==> src/rtl/simon_playback_if.sv <==
// Playback-side bus of the Simon "computer's turn" sequencer: game-FSM
// request lines, pattern-store read port, LED/status outputs and FSM debug state.
interface simon_playback_if #(
  parameter int AW = 4
);
  // start is a one-cycle request sampled only while the sequencer is idle
  // (busy=0); there is no ready. A request while busy is dropped. The
  // sequencer answers with a one-cycle done pulse, or with nothing if aborted.
  // seq_data must be valid in the same cycle as seq_addr (combinational store).
  logic          start;
  logic [AW:0]   len;
  logic          abort;
  logic [AW-1:0] seq_addr;
  logic [1:0]    seq_data;
  logic [3:0]    led;
  logic          busy;
  logic          done;
  logic [AW-1:0] step_idx;
  logic [1:0]    state;

  modport master (
    output start, len, abort, seq_data,
    input  seq_addr, led, busy, done, step_idx, state
  );

  modport slave (
    input  start, len, abort, seq_data,
    output seq_addr, led, busy, done, step_idx, state
  );
endinterface

==> src/rtl/simon_playback_ctrl.sv <==
// Simon playback sequencer: shows len colours (ON_TICKS lit, GAP_TICKS dark each),
// then pulses done. Optional macro SIMON_PLAY_SPEEDUP_EN shortens on-time for long sequences.
module simon_playback_ctrl #(
  parameter int N         = 16,
  parameter int AW        = 4,
  parameter int ON_TICKS  = 400,
  parameter int GAP_TICKS = 200
) (
  input logic            clk_tick,
  input logic            reset,
  simon_playback_if.slave bus
);

  localparam int TMAX = (ON_TICKS > GAP_TICKS) ? ON_TICKS : GAP_TICKS;
  localparam int TW   = (TMAX < 2) ? 1 : $clog2(TMAX + 1);

  localparam logic [1:0] IDLE  = 2'd0;
  localparam logic [1:0] FETCH = 2'd1;
  localparam logic [1:0] SHOW  = 2'd2;
  localparam logic [1:0] GAP   = 2'd3;

  localparam logic [AW:0]   N_LEN    = (AW + 1)'(N);
  localparam logic [TW-1:0] GAP_LOAD = TW'(GAP_TICKS - 1);

  logic [1:0]    state;
  logic [TW-1:0] timer;
  logic [AW:0]   len_q;
  logic [AW-1:0] seq_addr;
  logic [AW-1:0] step_idx;
  logic [3:0]    led;
  logic          busy;
  logic          done;
  logic [TW-1:0] on_load;
  logic          last_step;

`ifdef SIMON_PLAY_SPEEDUP_EN
  logic [AW:0] len_m1;
  logic [AW:0] grp;
  logic [1:0]  shift;
  logic [31:0] on_eff;

  // Every four extra steps halve the on-time, at most three times, never below one tick.
  always_comb begin
    len_m1 = len_q - 1'b1;
    grp    = len_m1 >> 2;
    shift  = (grp > (AW + 1)'(3)) ? 2'd3 : grp[1:0];
    on_eff = 32'(ON_TICKS) >> shift;
    if (on_eff == 32'd0) begin
      on_eff = 32'd1;
    end
    on_load = TW'(on_eff - 32'd1);
  end
`else
  assign on_load = TW'(ON_TICKS - 1);
`endif

  assign last_step = ({1'b0, step_idx} == (len_q - 1'b1));

  always_ff @(posedge clk_tick or posedge reset) begin
    if (reset) begin
      state    <= IDLE;
      timer    <= '0;
      len_q    <= '0;
      seq_addr <= '0;
      step_idx <= '0;
      led      <= '0;
      busy     <= 1'b0;
      done     <= 1'b0;
    end else begin
      done <= 1'b0;
      // Abort wins over any timer expiry and never produces done.
      if (bus.abort && (state != IDLE)) begin
        state <= IDLE;
        led   <= '0;
        busy  <= 1'b0;
      end else begin
        case (state)
          IDLE: begin
            if (bus.start && !bus.abort) begin
              if (bus.len == '0) begin
                done <= 1'b1;
              end else begin
                len_q    <= (bus.len > N_LEN) ? N_LEN : bus.len;
                seq_addr <= '0;
                step_idx <= '0;
                busy     <= 1'b1;
                state    <= FETCH;
              end
            end
          end
          FETCH: begin
            led   <= 4'b0001 << bus.seq_data;
            timer <= on_load;
            state <= SHOW;
          end
          SHOW: begin
            if (timer == '0) begin
              led   <= '0;
              timer <= GAP_LOAD;
              state <= GAP;
            end else begin
              timer <= timer - 1'b1;
            end
          end
          GAP: begin
            if (timer == '0) begin
              if (last_step) begin
                done  <= 1'b1;
                busy  <= 1'b0;
                state <= IDLE;
              end else begin
                step_idx <= step_idx + 1'b1;
                seq_addr <= seq_addr + 1'b1;
                state    <= FETCH;
              end
            end else begin
              timer <= timer - 1'b1;
            end
          end
          default: state <= IDLE;
        endcase
      end
    end
  end

  assign bus.seq_addr = seq_addr;
  assign bus.step_idx = step_idx;
  assign bus.led      = led;
  assign bus.busy     = busy;
  assign bus.done     = done;
  assign bus.state    = state;

endmodule
==> src/flat_wrapper.sv <==
// flat-port wrapper written by rule: the top's interface ports become plain ports
module simon_playback_ctrl_flat 
#(
  parameter int N         = 16,
  parameter int AW        = 4,
  parameter int ON_TICKS  = 400,
  parameter int GAP_TICKS = 200
)
  (clk_tick, reset, bus_start, bus_len, bus_abort, bus_seq_data, bus_seq_addr, bus_led, bus_busy, bus_done, bus_step_idx, bus_state);
  simon_playback_if #(.AW(AW)) bus_i ();
  input logic clk_tick;
  input logic reset;
  input wire logic [$bits(bus_i.start)-1:0] bus_start;
  input wire logic [$bits(bus_i.len)-1:0] bus_len;
  input wire logic [$bits(bus_i.abort)-1:0] bus_abort;
  input wire logic [$bits(bus_i.seq_data)-1:0] bus_seq_data;
  output wire logic [$bits(bus_i.seq_addr)-1:0] bus_seq_addr;
  output wire logic [$bits(bus_i.led)-1:0] bus_led;
  output wire logic [$bits(bus_i.busy)-1:0] bus_busy;
  output wire logic [$bits(bus_i.done)-1:0] bus_done;
  output wire logic [$bits(bus_i.step_idx)-1:0] bus_step_idx;
  output wire logic [$bits(bus_i.state)-1:0] bus_state;
  assign bus_i.start = bus_start;
  assign bus_i.len = bus_len;
  assign bus_i.abort = bus_abort;
  assign bus_i.seq_data = bus_seq_data;
  assign bus_seq_addr = bus_i.seq_addr;
  assign bus_led = bus_i.led;
  assign bus_busy = bus_i.busy;
  assign bus_done = bus_i.done;
  assign bus_step_idx = bus_i.step_idx;
  assign bus_state = bus_i.state;
  simon_playback_ctrl #(.N(N), .AW(AW), .ON_TICKS(ON_TICKS), .GAP_TICKS(GAP_TICKS)) u_core (.clk_tick(clk_tick), .reset(reset), .bus(bus_i));
endmodule
==> config.mk <==
export PLATFORM = sky130hd
export DESIGN_NAME = simon_playback_ctrl_flat
export DESIGN_NICKNAME = d
export VERILOG_FILES = /design/src/rtl/simon_playback_if.sv /design/src/rtl/simon_playback_ctrl.sv /design/src/flat_wrapper.sv
export SDC_FILE = /design/constraint.sdc
export NUM_CORES = 1
export LEC_CHECK = 0
export CAP_MARGIN = 10
export CORE_MARGIN = 3
export CORE_UTILIZATION = 29
export CTS_CLUSTER_SIZE = 24
export DETAILED_ROUTE_END_ITERATION = 6
export MAX_ROUTING_LAYER = met4
export RECOVER_POWER = 25
export SYNTH_ARGS = -nofsm -noshare
export SYNTH_HDL_FRONTEND = slang
export SYNTH_SLANG_ARGS = --single-unit
==> constraint.sdc <==
create_clock -name clk_tick -period 2.79 [get_ports clk_tick]
set_input_delay 0.4185 -clock clk_tick [delete_from_list [all_inputs] [get_ports clk_tick]]
set_output_delay 0.4185 -clock clk_tick [all_outputs]
set_load 0.02 [all_outputs]
==> metrics.csv <==
stage,metric,value,unit
placed_design,Final Wtd Congestion,0.872,
grt,vias in the first global route,1550,
power,leakage power,0.931,nW
clock_tree,TritonCTS Buffers,5,
cells_and_area,ratio of cells with drive above 1 in the final layout,9.40,%
logic_synthesis,sequential share of the synthesized area,40.3,%
logic_synthesis,synthesis-stage register bit count,30,
route,Vias,1592,
timing,setup violators final,0,
clock_tree,CTS Hold Bufs,0,
placed_design,Buffers on Ports,26,
logic_synthesis,most frequent cell after synthesis,dfrtp_1,
logic_synthesis,mean post-synth cell area,9.13,sq um
logic_synthesis,cell taking the most area after synthesis,dfrtp_1,
clock_tree,Post CTS Setup Buffer Count,0,
floorplan,core area,6060,sq um
logic_synthesis,post-synthesis net count,223,
logic_synthesis,main area contributors after synthesis,"dfrtp_1, ha_1, nand2_1",
route,DR vias/cell,5.15,
timing,WHS,0.497,ns
timing,period utilization,82.4,%
placed_design,cell total after placement,301,
worst_setup_path,CP required,2.97,ns
cells_and_area,nets,252,
route,WL/cell,13.2,um
cells_and_area,Layout area overhead,24.0,%
clock_tree,clock-pin slew on the worst setup and hold paths,0.06,ns
floorplan,IO Pins,27,
cells_and_area,antenna cells,0,
min_path,Worst Hold Class,flip-flop to flip-flop,
clock_tree,htree depth,2,
route,Routed Antenna Nets,0,
worst_setup_path,critical path capture point type,flip-flop,
timing,Slew @ Worst Pin,1.67,ns
logic_synthesis,asr flop ratio synth,100,%
cells_and_area,Final Cell Area,2310,sq um
timing,f_max,435,MHz
logic_synthesis,Post-Syn Instances,204,
floorplan,Rows,28,
worst_setup_path,CP max FO,12,
power,Pwr Total,2.00,mW
timing,Hold Fails Final Rpt,0,
timing,Worst Skew,0.00244,ns
timing,final setup TNS,0,ns
cells_and_area,# fillers,607,
floorplan,die extent in y,86.1,um
timing,final worst setup slack,0.491,ns
logic_synthesis,Mapped Area,1860,sq um
grt,initial antenna violation count,0,
placed_design,post-place setup slack,0.439,ns
run_status,failing checks,"max-capacitance violations, max-slew violations",
worst_setup_path,critical path class,flip-flop to flip-flop,
power,Power Density,866,nW/um^2
floorplan,Die X,86.1,um
floorplan,initial core utilization,30.7,%
cells_and_area,multi-input logic area,1010,sq um
logic_synthesis,Synth top area share,40.3,%
logic_synthesis,Yosys cell types,45,
route,Total Wirelength,4090,um
clock_tree,Max clock buf depth,2,
grt,largest net degree at the start of global routing,31,
timing,max_slew headroom,-11.3,%
logic_synthesis,Synthesis Warnings,0,
cells_and_area,Register Area,751,sq um
logic_synthesis,"EDFF count, synth",0,
worst_setup_path,CP Launch Type,flip-flop,
placed_design,Placed Area,2200,sq um
route,Post-route DRC,0,
route,Pre-antenna DRT Iters,5,
logic_synthesis,"Primary FF master, synth",dfrtp_1,
worst_setup_path,Worst Path Arrival,2.48,ns
clock_tree,post-CTS sizing,0,
clock_tree,CTS Sinks,30,
floorplan,DIE AREA,7420,sq um
flow_run,Max-Cap Viols,1,
grt,GRT Resource Usage Total,12.6,%
power,Worst VDD drop,0.000504,V
run_status,status,"finished, violations left",
timing,max-slew violation count,31,
grt,grt total ovfl,0,
route,initial drt markers,144,
clock_tree,worst skew pair latency,0.28,ns
timing,post-layout min period,2.30,ns
placed_design,Post-DP HPWL,2970,um
clock_tree,CTS tree,done,
grt,first-pass GRT wire length,7380,um
clock_tree,root buffer cell,clkbuf_8,
cells_and_area,Non-Filler Instances,309,
cells_and_area,post-layout util,38.1,%
timing,RSZ-0062 raised after global routing,no,
logic_synthesis,Synth top cells by count,"dfrtp_1, nand2_1, inv_1",
## flip-flops by register name (all words and copies together), names as in the netlist
register / cells
u_core.timer: 9
u_core.len_q: 5
u_core.bus.led: 4
u_core.bus.seq_addr: 4
u_core.bus.step_idx: 4
u_core.bus.state: 2
u_core.bus.busy: 1
u_core.bus.done: 1
## where the power goes
part | switching (mW) | internal [mW]
registers | 0.0840 | 0.530
clock network | 0.168 | 0.249
logic | 0.550 | 0.418
## worst max-delay path, stage by stage (launching register included)
cell      delay [ns]
dfrtp_1         0.40
inv_1           0.06
ha_1            0.17
nor3b_2         0.33
nand3_1         0.40
or3_2           0.61
o311ai_2        0.22
## cells in the final DEF, fill, tap and decap left out, drive strengths merged, types with 3 or more instances in the layout
cell type	netlist	layout
o21ai	10	10
mux2i	3	3
or4	3	3
o31ai	4	4
dfrtp	30	30
inv	16	16
buf	4	3
o211ai	6	6
and3	3	3
nor2	15	15
xor2	3	3
nor2b	3	3
clkbuf	4	9
clkdlybuf4s50	0	25
nand3	10	10
nand4	5	5
xnor2	6	6
ha	8	8
nand2	18	18
nor3	9	9
mux2	3	3
a21oi	7	7
nand3b	5	5
nand2b	5	5
## kinds of logic (layout without fill, tap and decap cells)
kind of cell             after synthesis  count (layout)  synth area share (%)
AND/OR/NAND/NOR                       87              87                  25.9
flip-flops                            30              30                  40.3
multiplexers                           6               6                  3.43
buffers and inverters                 24              54                  5.58
adder cells (fa/ha/maj)                8               8                  5.38
XOR/XNOR                               9               9                  4.23
AO/OA/AOI/OAI                         40              40                  15.1
## worst paths after layout
kind | start | endpoint | slack, ns | cells after the start
max | u_core.timer[0] | u_core.bus.seq_addr[0] | 0.49 | 6
min | u_core.timer[0] | u_core.timer[0] | 0.50 | 1
max reg2reg | u_core.timer[0] | u_core.bus.seq_addr[0] | 0.49 | 6
min reg2reg | u_core.timer[0] | u_core.timer[0] | 0.50 | 1
max in group asynchronous | reset | u_core.bus.step_idx[2] | 0.66 | 3
min in group asynchronous | reset | u_core.timer[4] | 1.16 | 3
## layer usage
metal  vias to the layer above  wire (um)  share of wire [%]  GRT usage [%]
met1                       754       1990                 49           17.5
li1                        789          -                  -              -
met4                         0         37               0.91           3.88
met5                         -          0                  0              -
met2                        45       1860                 45           18.3
met3                         4        201                4.9           2.88
## final cells by class
type	count	share of cell area, %
Multi-Input combinational cell	150	43.6
Sequential cell	30	32.5
Timing Repair Buffer	30	12.4
Clock buffer	8	4.77
Tap cell	75	4.07
Inverter	16	2.60
No activity file was read; power rests on OpenSTA's default activity.
==> RTL edit, RTL diff (same flow settings) <==
`AW` is set to 4 in 3 places; all go to 2.
--- a/src/rtl/simon_playback_if.sv
+++ b/src/rtl/simon_playback_if.sv
@@ -1,7 +1,7 @@
 // Playback-side bus of the Simon "computer's turn" sequencer: game-FSM
 // request lines, pattern-store read port, LED/status outputs and FSM debug state.
 interface simon_playback_if #(
-  parameter int AW = 4
+  parameter int AW = 2
 );
   // start is a one-cycle request sampled only while the sequencer is idle
   // (busy=0); there is no ready. A request while busy is dropped. The
--- a/src/rtl/simon_playback_ctrl.sv
+++ b/src/rtl/simon_playback_ctrl.sv
@@ -2,7 +2,7 @@
 // then pulses done. Optional macro SIMON_PLAY_SPEEDUP_EN shortens on-time for long sequences.
 module simon_playback_ctrl #(
   parameter int N         = 16,
-  parameter int AW        = 4,
+  parameter int AW        = 2,
   parameter int ON_TICKS  = 400,
   parameter int GAP_TICKS = 200
 ) (
--- a/src/flat_wrapper.sv
+++ b/src/flat_wrapper.sv
@@ -2,7 +2,7 @@
 module simon_playback_ctrl_flat 
 #(
   parameter int N         = 16,
-  parameter int AW        = 4,
+  parameter int AW        = 2,
   parameter int ON_TICKS  = 400,
   parameter int GAP_TICKS = 200
 )
Interface: changed (resized bus_len, bus_seq_addr and bus_step_idx); port bits go from 27 to 21. The function was not compared with the original's and may differ.
==> RTL edit against the unedited design <==
Routed wire length shrank 25%. Non-clock buffer count shrank 6. Synthesized area shrank 22%. Hold slack gained 0.011 ns. Combinational power shrank 23%. Worst setup slack gained 0.059 ns. Total power shrank 28%. Sequential cell count shrank 6. Cell area shrank 22%. Largest power group unchanged.
==> RTL edit: results (changes against the unedited design) <==
The final worst clock skew came out at 0.002429 ns (-0.00001146 ns). The signal arrival time at the worst endpoint is 2.40 ns (-0.08 ns). The number of synthesized register bits is 24 (-20%). The final weighted congestion in routability-driven placement is 0.7685 (-12%). The flow ran to the end, and the final reports show no timing, DRC or antenna violations. The stage delay of the slowest cell on the critical path came out at 0.64 ns (+0.03 ns). After synthesis, the most frequently instantiated cells are sky130_fd_sc_hd__dfrtp_1 (24), sky130_fd_sc_hd__inv_1 (11), sky130_fd_sc_hd__o21ai_0 (11). The estimated wirelength of the detail-placed design was 2289 um (-23%). The sum of routed wire length over all layers came out at 3065 um (-25%).

The fraction of final layout cells with drive strength greater than 1 is 12.21% (+2.8 points). The count of TritonRoute iterations in the first routing pass came to 4 (-1). The non-clock inverter count in the final layout is 11 (-5). The sequential cell area is 600.6 um^2 (-20%). The number of clock buffers in the layout was 3 (-5). The number of global-route vias before repair is 1221 (-21%). The first-pass GRT wire length is 5561 um (-25%).

The area fraction of clock buffers and clock inverters came out at 2.303% (-2.5 points). The min-delay analysis places its worst path in the category reg2reg. The total number of multi-input combinational cells came out at 110 (-27%). The biggest fanout along the worst timing path is 6 (-6). The combined global-route utilization of all metal layers is 11.72% (-0.93 points).

The count of input and output buffers was 20 (-23%). The routed metal-1 wirelength is 1517 um (-24%). In the post-synthesis netlist, the biggest area contributors are sky130_fd_sc_hd__dfrtp_1 (41%), sky130_fd_sc_hd__ha_1 (5.2%), sky130_fd_sc_hd__mux2_2 (4.7%).

The largest individual stage delay along the critical path comes from the cell sky130_fd_sc_hd__or4b_2. The met2 wire length came out at 1422 um (-24%). The register clock-pin slew on the reported worst setup and hold paths is 0.08 ns (+0.02 ns). The maximum vdd ir drop was 552.5 uV (+9.6%). The final net count came out at 189 (-25%). The data-path buffer share of cell area in the final layout was 12.63% (+0.22 points). The met3 wire length came out at 72 um (-64%). The synthesized net count is 162 (-27%). The maximum number of pins on one net before global-route repair came out at 25 (-19%). The number of inserted filler cells in the final layout came to 481 (-21%). The vias per cell is 5.146 (-0.11%). The CTS H-tree depth was 1 (-1).

The largest registers in the layout are u_core.timer (9), u_core.bus.led (4), u_core.len_q (3). The number of different library cells in the post-synthesis netlist came out at 51 (+13%).
==> RTL edit: worst paths after layout <==
kind	from	end	slack, ns	cells after the start
setup / recovery	u_core.bus.state[0]	u_core.bus.step_idx[0]	0.55	6
hold / removal	u_core.len_q[1]	u_core.len_q[1]	0.51	2
setup reg to reg	u_core.bus.state[0]	u_core.bus.step_idx[0]	0.55	6
hold reg to reg	u_core.len_q[1]	u_core.len_q[1]	0.51	2
max in group asynchronous	reset	u_core.bus.seq_addr[1]	0.98	3
min in group asynchronous	reset	u_core.bus.step_idx[1]	1.03	3
==> RTL edit: per-layer routing <==
metal | GRT usage, % | vias up
li1 | - | 614
met1 | 15.31 | 592
met2 | 18.29 | 19
met3 | 1.526 | 5
met4 | 4.891 | 0
met5 | - | -
==> RTL edit: through the flow <==
step / std cells / utilization (%) / hold WS [ns] / setup slack [ns] / instance area, um^2
after floorplan: 147 / - / 0.4331 / 0.6584 / 1449
after global routing: 239 / 37.46 / 0.5309 / 0.4113 / 1793
after detailed placement: 236 / 36.68 / 0.4982 / 0.4677 / 1755
final: 239 / 37.46 / 0.5081 / 0.5503 / 1793
after global placement: 236 / 36.68 / 0.4790 / 0.4870 / 1755
after CTS: 239 / 37.54 / 0.5152 / 0.5608 / 1797
==> RTL edit: kinds of logic (layout without fill, tap and decap cells) <==
logic type | after synthesis | count (layout) | synth area share, %
and+or+nand+nor | 54 | 54 | 23.66
AOI/OAI and AO/OA | 41 | 41 | 19.86
DFF | 24 | 24 | 41.45
buffers and inverters | 13 | 38 | 3.368
adders and majority gates | 6 | 6 | 5.181
muxes | 6 | 6 | 4.663
xor gates and xnor gates | 3 | 3 | 1.814
==> RTL edit: power by group <==
group	internal [mW]	switching, mW
logic	0.312	0.430
registers	0.419	0.0673
clock network	0.0966	0.107
